## src/rtl/datapath_pkg.sv

```systemverilog
// datapath_pkg: opcodes, flag bit positions and default sizes
// shared by the datapath_pn execute core and its ALU.
package datapath_pkg;

    localparam logic [3:0] OP_ADD = 4'd0;
    localparam logic [3:0] OP_SUB = 4'd1;
    localparam logic [3:0] OP_AND = 4'd2;
    localparam logic [3:0] OP_OR  = 4'd3;
    localparam logic [3:0] OP_XOR = 4'd4;
    localparam logic [3:0] OP_NOT = 4'd5;
    localparam logic [3:0] OP_SHL = 4'd6;
    localparam logic [3:0] OP_SHR = 4'd7;
    localparam logic [3:0] OP_ADC = 4'd8;
    localparam logic [3:0] OP_SBC = 4'd9;
    localparam logic [3:0] OP_MOV = 4'd10;
    localparam logic [3:0] OP_CMP = 4'd11;

    localparam int FLAG_Z = 0;
    localparam int FLAG_C = 1;
    localparam int FLAG_N = 2;
    localparam int FLAG_V = 3;

    // want_regs=0 -> default DATA_W, want_regs=1 -> default REG_COUNT
    function automatic int default_size(input bit want_regs);
        return want_regs ? 16 : 8;
    endfunction

endpackage

```

## src/rtl/datapath_alu.sv

```systemverilog
// datapath_alu: combinational ALU for datapath_pn.
// in: a, b, cin, op; out: result, carry, ovf, wr_valid (op writes a reg).
module datapath_alu
    import datapath_pkg::*;
#(
    parameter int DATA_W = default_size(1'b0)
) (
    input  logic [DATA_W-1:0] a,
    input  logic [DATA_W-1:0] b,
    input  logic              cin,
    input  logic [3:0]        op,
    output logic [DATA_W-1:0] result,
    output logic              carry,
    output logic              ovf,
    output logic              wr_valid
);

    localparam int MSB = DATA_W - 1;

    logic          add_c;
    logic          sub_c;
    logic [DATA_W:0] sum;
    logic [DATA_W:0] dif;

    always_comb begin
        add_c    = (op == OP_ADC) && cin;
        sub_c    = (op == OP_SBC) && cin;
        sum      = {1'b0, a} + {1'b0, b} + {{DATA_W{1'b0}}, add_c};
        // top bit of the widened difference is the borrow
        dif      = {1'b0, a} - {1'b0, b} - {{DATA_W{1'b0}}, sub_c};
        result   = '0;
        carry    = 1'b0;
        ovf      = 1'b0;
        wr_valid = 1'b1;
        case (op)
            OP_ADD, OP_ADC: begin
                result = sum[MSB:0];
                carry  = sum[DATA_W];
                ovf    = (a[MSB] == b[MSB]) && (sum[MSB] != a[MSB]);
            end
            OP_SUB, OP_SBC, OP_CMP: begin
                result   = dif[MSB:0];
                carry    = dif[DATA_W];
                ovf      = (a[MSB] != b[MSB]) && (dif[MSB] != a[MSB]);
                wr_valid = (op != OP_CMP);
            end
            OP_AND: result = a & b;
            OP_OR:  result = a | b;
            OP_XOR: result = a ^ b;
            OP_NOT: result = ~a;
            OP_SHL: begin
                result = {a[MSB-1:0], 1'b0};
                carry  = a[MSB];
            end
            OP_SHR: begin
                result = {1'b0, a[MSB:1]};
                carry  = a[0];
            end
            OP_MOV: result = b;
            default: wr_valid = 1'b0;
        endcase
    end

endmodule

```

## src/rtl/datapath_pn.sv

```systemverilog
// datapath_pn: register file + ALU execute core with registered flags.
// Ports: clk, rst_n (sync, low), user write, two read ports, alu_en/opcode, Z/C/N/V.
module datapath_pn
    import datapath_pkg::*;
#(
    parameter int DATA_W    = default_size(1'b0),
    parameter int REG_COUNT = default_size(1'b1),
    parameter int ADDR_W    = $clog2(REG_COUNT)
) (
    input  logic              clk,
    input  logic              rst_n,
    input  logic              write_en,
    input  logic [ADDR_W-1:0] write_addr,
    input  logic [DATA_W-1:0] user_write_data,
    input  logic [ADDR_W-1:0] ra_addr,
    input  logic [ADDR_W-1:0] rb_addr,
    input  logic              alu_en,
    input  logic [3:0]        alu_opcode,
    output logic [DATA_W-1:0] read_a,
    output logic [DATA_W-1:0] read_b,
    output logic              alu_zero,
    output logic              alu_carry,
    output logic              alu_neg,
    output logic              alu_ovf
);

    logic [DATA_W-1:0] regs [REG_COUNT];
    logic [3:0]        flags;

    logic [DATA_W-1:0] res;
    logic              res_c;
    logic              res_v;
    logic              res_wr;
    logic              flag_en;
    logic [3:0]        flag_nxt;

    assign read_a = regs[ra_addr];
    assign read_b = regs[rb_addr];

    datapath_alu #(.DATA_W(DATA_W)) u_alu (
        .a        (read_a),
        .b        (read_b),
        .cin      (flags[FLAG_C]),
        .op       (alu_opcode),
        .result   (res),
        .carry    (res_c),
        .ovf      (res_v),
        .wr_valid (res_wr)
    );

    // every defined opcode, CMP included, updates the flags
    assign flag_en = (alu_opcode <= OP_CMP);

    always_comb begin
        flag_nxt         = '0;
        flag_nxt[FLAG_Z] = (res == '0);
        flag_nxt[FLAG_C] = res_c;
        flag_nxt[FLAG_N] = res[DATA_W-1];
        flag_nxt[FLAG_V] = res_v;
    end

    always_ff @(posedge clk) begin
        if (!rst_n) begin
            for (int i = 0; i < REG_COUNT; i++) regs[i] <= '0;
            flags <= '0;
        end else if (alu_en) begin
            // ALU owns the cycle; a concurrent user write is dropped
            if (res_wr) regs[write_addr] <= res;
            if (flag_en) flags <= flag_nxt;
        end else if (write_en) begin
            regs[write_addr] <= user_write_data;
        end
    end

    assign alu_zero  = flags[FLAG_Z];
    assign alu_carry = flags[FLAG_C];
    assign alu_neg   = flags[FLAG_N];
    assign alu_ovf   = flags[FLAG_V];

endmodule

```

## config.mk

```make
export PLATFORM = sky130hd
export DESIGN_NAME = datapath_pn
export DESIGN_NICKNAME = d
export VERILOG_FILES = /design/src/rtl/datapath_pkg.sv /design/src/rtl/datapath_alu.sv /design/src/rtl/datapath_pn.sv
export SDC_FILE = /design/constraint.sdc
export NUM_CORES = 1
export LEC_CHECK = 0
export BUFFER_PORTS_ARGS = -buffer_cell sky130_fd_sc_hd__buf_2
export CAP_MARGIN = 10
export CORE_MARGIN = 5
export CORE_UTILIZATION = 40
export DETAILED_ROUTE_END_ITERATION = 7
export SLEW_MARGIN = 10
export SYNTH_ARGS = -nofsm -noshare
export SYNTH_HDL_FRONTEND = slang
export SYNTH_SLANG_ARGS = --single-unit
export TNS_END_PERCENT = 30
```

## constraint.sdc

```tcl
create_clock -name clk -period 4.58 [get_ports clk]
set_input_delay 0.458 -clock clk [delete_from_list [all_inputs] [get_ports clk]]
set_output_delay 0.458 -clock clk [all_outputs]
set_load 0.02 [all_outputs]
```

==> flow_summary.toml <==
[outcome]
status = "complete, no violations"

[timing]
slew_viol_final = 0
max_freq_ghz = 0.226
post-route-min-period_ns = 4.43
fin_worst_skew_ns = 0.0103
finalHoldViolations = 0
setup_viol = 0
tns_ns = 0
rsz0062_at_grt = "no"
fin_crit_sh_pct = 96.6
max_slew_margin_pct = 25.3
tightest_slew_ns = 1.12

[critical_path]
worstPathArrival_ns = 4.77
crit_fanout = 4
startpoint_type = "register"
reg2reg_depth = 12
critPathKind = "reg -> reg"
end_kind = "register"
r2r-end = "flags[0]$_SDFFE_PN0P_"
rr_startpoint = "regs[15][0]$_SDFFCE_PN0P_"
crit_required_ns = 4.92
r2r_slack_ns = 0.15

[logic_synthesis]
ys_async_sr_fraction_pct = 0
yosysWarnings = 0
synth_cell_type_count = 66
synth_seq_cells = 132
yosysSeqAreaShare_pct = 44.3
postSynthCellCount = 789
synth_nets = 849
syn_area_mm2 = 0.00886
avgSynthCellArea_um2 = 11.2
synth-edff-count = 128
synth_ff_type = "edfxtp_1"

[grt]
grt_max_degree = 28
antenna_found_initial = 0
grt_usage_pct = 22.3
grt_pass1_vias = 7066
grt_overflow = 0
grt_pass1_wl_um = 43700

[final_layout]
final_util_pct = 47.8
finalInstanceArea_mm2 = 0.0104
drive_gt1_share_pct = 26.3
layout.nets = 933
syn_to_final_growth_pct = 17.7
fillers = 1986
antenna_cells = 0

[drt]
vias_per_cell = 5.98
post_drt_wl_per_cell_um = 24.2
totalWireLength_um = 28200
drcViolationCount = 0
first_pass_iters = 5
vias = 6967
drt_iter0_markers = 759
ant_nets = 0

[min_path]
holdPathEnd = "flags[1]$_SDFFE_PN0P_"
hp-start = "alu_en"
whs_path_depth = 4
hp-class = "in -> reg"

[clock_network]
cts_max_path_buffers = 2
clockRootBuffer = "clkbuf_16"
cts_hold_buf = 0
htreeDepth = 4
cts_tree = "yes"
cts_buffers = 17
clk_pin_slew_ns = 0.07
cts_resized = 0
worstSkewPairLatency_ns = 0.43
cts.sinks = 132
cts_setup_buffers = 0

[power_and_ir_drop]
power.internal_mw = 2.56
seqPwrFrac_pct = 37.5
power-per-cell-area_mw_per_mm2 = 361
p_switching_mw = 1.20
clkPwrFrac_pct = 35.5
p_sw_share_pct = 31.9
p_leak_nw = 4.03
power_frac_comb_pct = 27.0
vdd_drop_max_v = 0.000255

[floorplanning]
rows = 54
coreArea_mm2 = 0.0218
die_x_um = 159
die_area_mm2 = 0.0252
initial_core_util_pct = 40.6
dieHeight_um = 159
ioPinCount = 48

[job]
cap_viol_max_count = 0

[placement]
gp_congestion = 0.916
hpwlAfterDp_um = 21500
post_dp_cell_area_mm2 = 0.00983
numPortBuffers = 47
## worst max-delay path, cell delays in order, from the launching register on
cell and delay, ns:
edfxtp_1 0.43, mux4_2 0.51, mux2i_2 0.27, a211oi_4 0.14
fa_1 0.49, fa_1 0.49, a32oi_1 0.18, o311ai_0 0.13
a211oi_1 0.25, nand4_1 0.17, or4_1 0.63, or4_1 0.45
o31ai_2 0.20
## cell type report
type / instances / area [µm²] / area share [%]
Inverter: 32 / 120 / 1.15
Timing Repair Buffer: 120 / 871 / 8.35
Multi-Input combinational cell: 570 / 4600 / 44.1
Clock inverter: 15 / 141 / 1.36
Clock buffer: 17 / 425 / 4.08
Tap cell: 280 / 350 / 3.36
Sequential cell: 132 / 3920 / 37.6
## cells by family after synthesis
group / synth area share (%)
AO/OA/AOI/OAI: 9.08
AND/OR/NAND/NOR: 16.2
buffers and inverters: 4.55
flip-flops: 44.3
XOR/XNOR: 0.890
multiplexers: 20.1
adder cells (fa/ha/maj): 4.86
## flip-flops by register name, summed over array words and instances, names as in the netlist
register	flops
flags	4
regs	128
## cell usage after synthesis, types with 7 or more instances
cell,n,share of area [%]
nor2_1,140,5.9
edfxtp_1,128,43
nand2_1,64,2.7
mux4_2,54,14
mux2i_1,34,3.8
inv_1,31,1.3
ha_1,28,4.0
clkbuf_1,25,1.1
nor3_1,25,1.4
a21oi_1,20,1.1
o21ai_0,17,0.96
nand3_1,15,0.85
mux2_2,13,1.7
nor2b_1,13,0.92
buf_2,12,0.68
o22ai_1,11,0.78
nand2b_1,10,0.71
nand3b_1,9,0.76
a211oi_1,7,0.59
a22oi_1,7,0.59
and3_1,7,0.49
buf_4,7,0.59
## worst max path at each step
stage               slack [ns]                    end  depth (start not counted)                       from
global placement         -0.09  flags[0]$_SDFFE_PN0P_                         13                 ra_addr[1]
CTS                       0.09  flags[0]$_SDFFE_PN0P_                         13  regs[15][0]$_SDFFCE_PN0P_
finish                    0.15  flags[0]$_SDFFE_PN0P_                         12  regs[15][0]$_SDFFCE_PN0P_
detailed placement       -0.13  flags[0]$_SDFFE_PN0P_                         15                 rb_addr[1]
global route              0.01  flags[0]$_SDFFE_PN0P_                         13  regs[15][0]$_SDFFCE_PN0P_
floorplan                 0.01  flags[0]$_SDFFE_PN0P_                         18                 ra_addr[2]
## metrics by stage
stage | worst slack [ns] | power (mW) | hold slack (ns) | instances
2_1_floorplan | 0.0119 | 2.06 | 0.559 | 789
3_3_place_gp | -0.0897 | 2.43 | 0.503 | 1134
3_5_place_dp | -0.129 | 2.44 | 0.512 | 1134
4_1_cts | 0.0941 | 3.76 | 0.395 | 1166
5_1_grt | 0.0102 | 3.92 | 0.411 | 1166
6_report | 0.154 | 3.77 | 0.407 | 1166
## power by group through the flow
stage               Combinational [mW]  Sequential (mW)  Clock (mW)
finish                            1.02             1.41        1.34
global route                      1.11             1.41        1.40
CTS                               1.01             1.41        1.34
detailed placement                1.01             1.44           0
global placement                  1.00             1.43           0
floorplan                        0.644             1.42           0
## cell usage in the layout (no fill, tap or decap), types with 20 or more instances in the layout
master | synthesis | routed
buf_4 | 7 | 66
nor3_1 | 25 | 25
mux4_2 | 54 | 54
nand2_1 | 64 | 64
inv_1 | 31 | 30
a21oi_1 | 20 | 20
mux2i_1 | 34 | 28
edfxtp_1 | 128 | 128
buf_2 | 12 | 47
nor2_1 | 140 | 140
ha_1 | 28 | 28
## metal layers
layer | vias to the layer above | routed length [µm] | GRT usage, %
li1 | 3145 | - | -
met1 | 3409 | 11400 | 30.0
met2 | 360 | 13500 | 35.9
met3 | 53 | 2500 | 4.90
met4 | 0 | 753 | 7.16
met5 | - | 0 | 0
No activity file was read; power rests on OpenSTA's default activity.
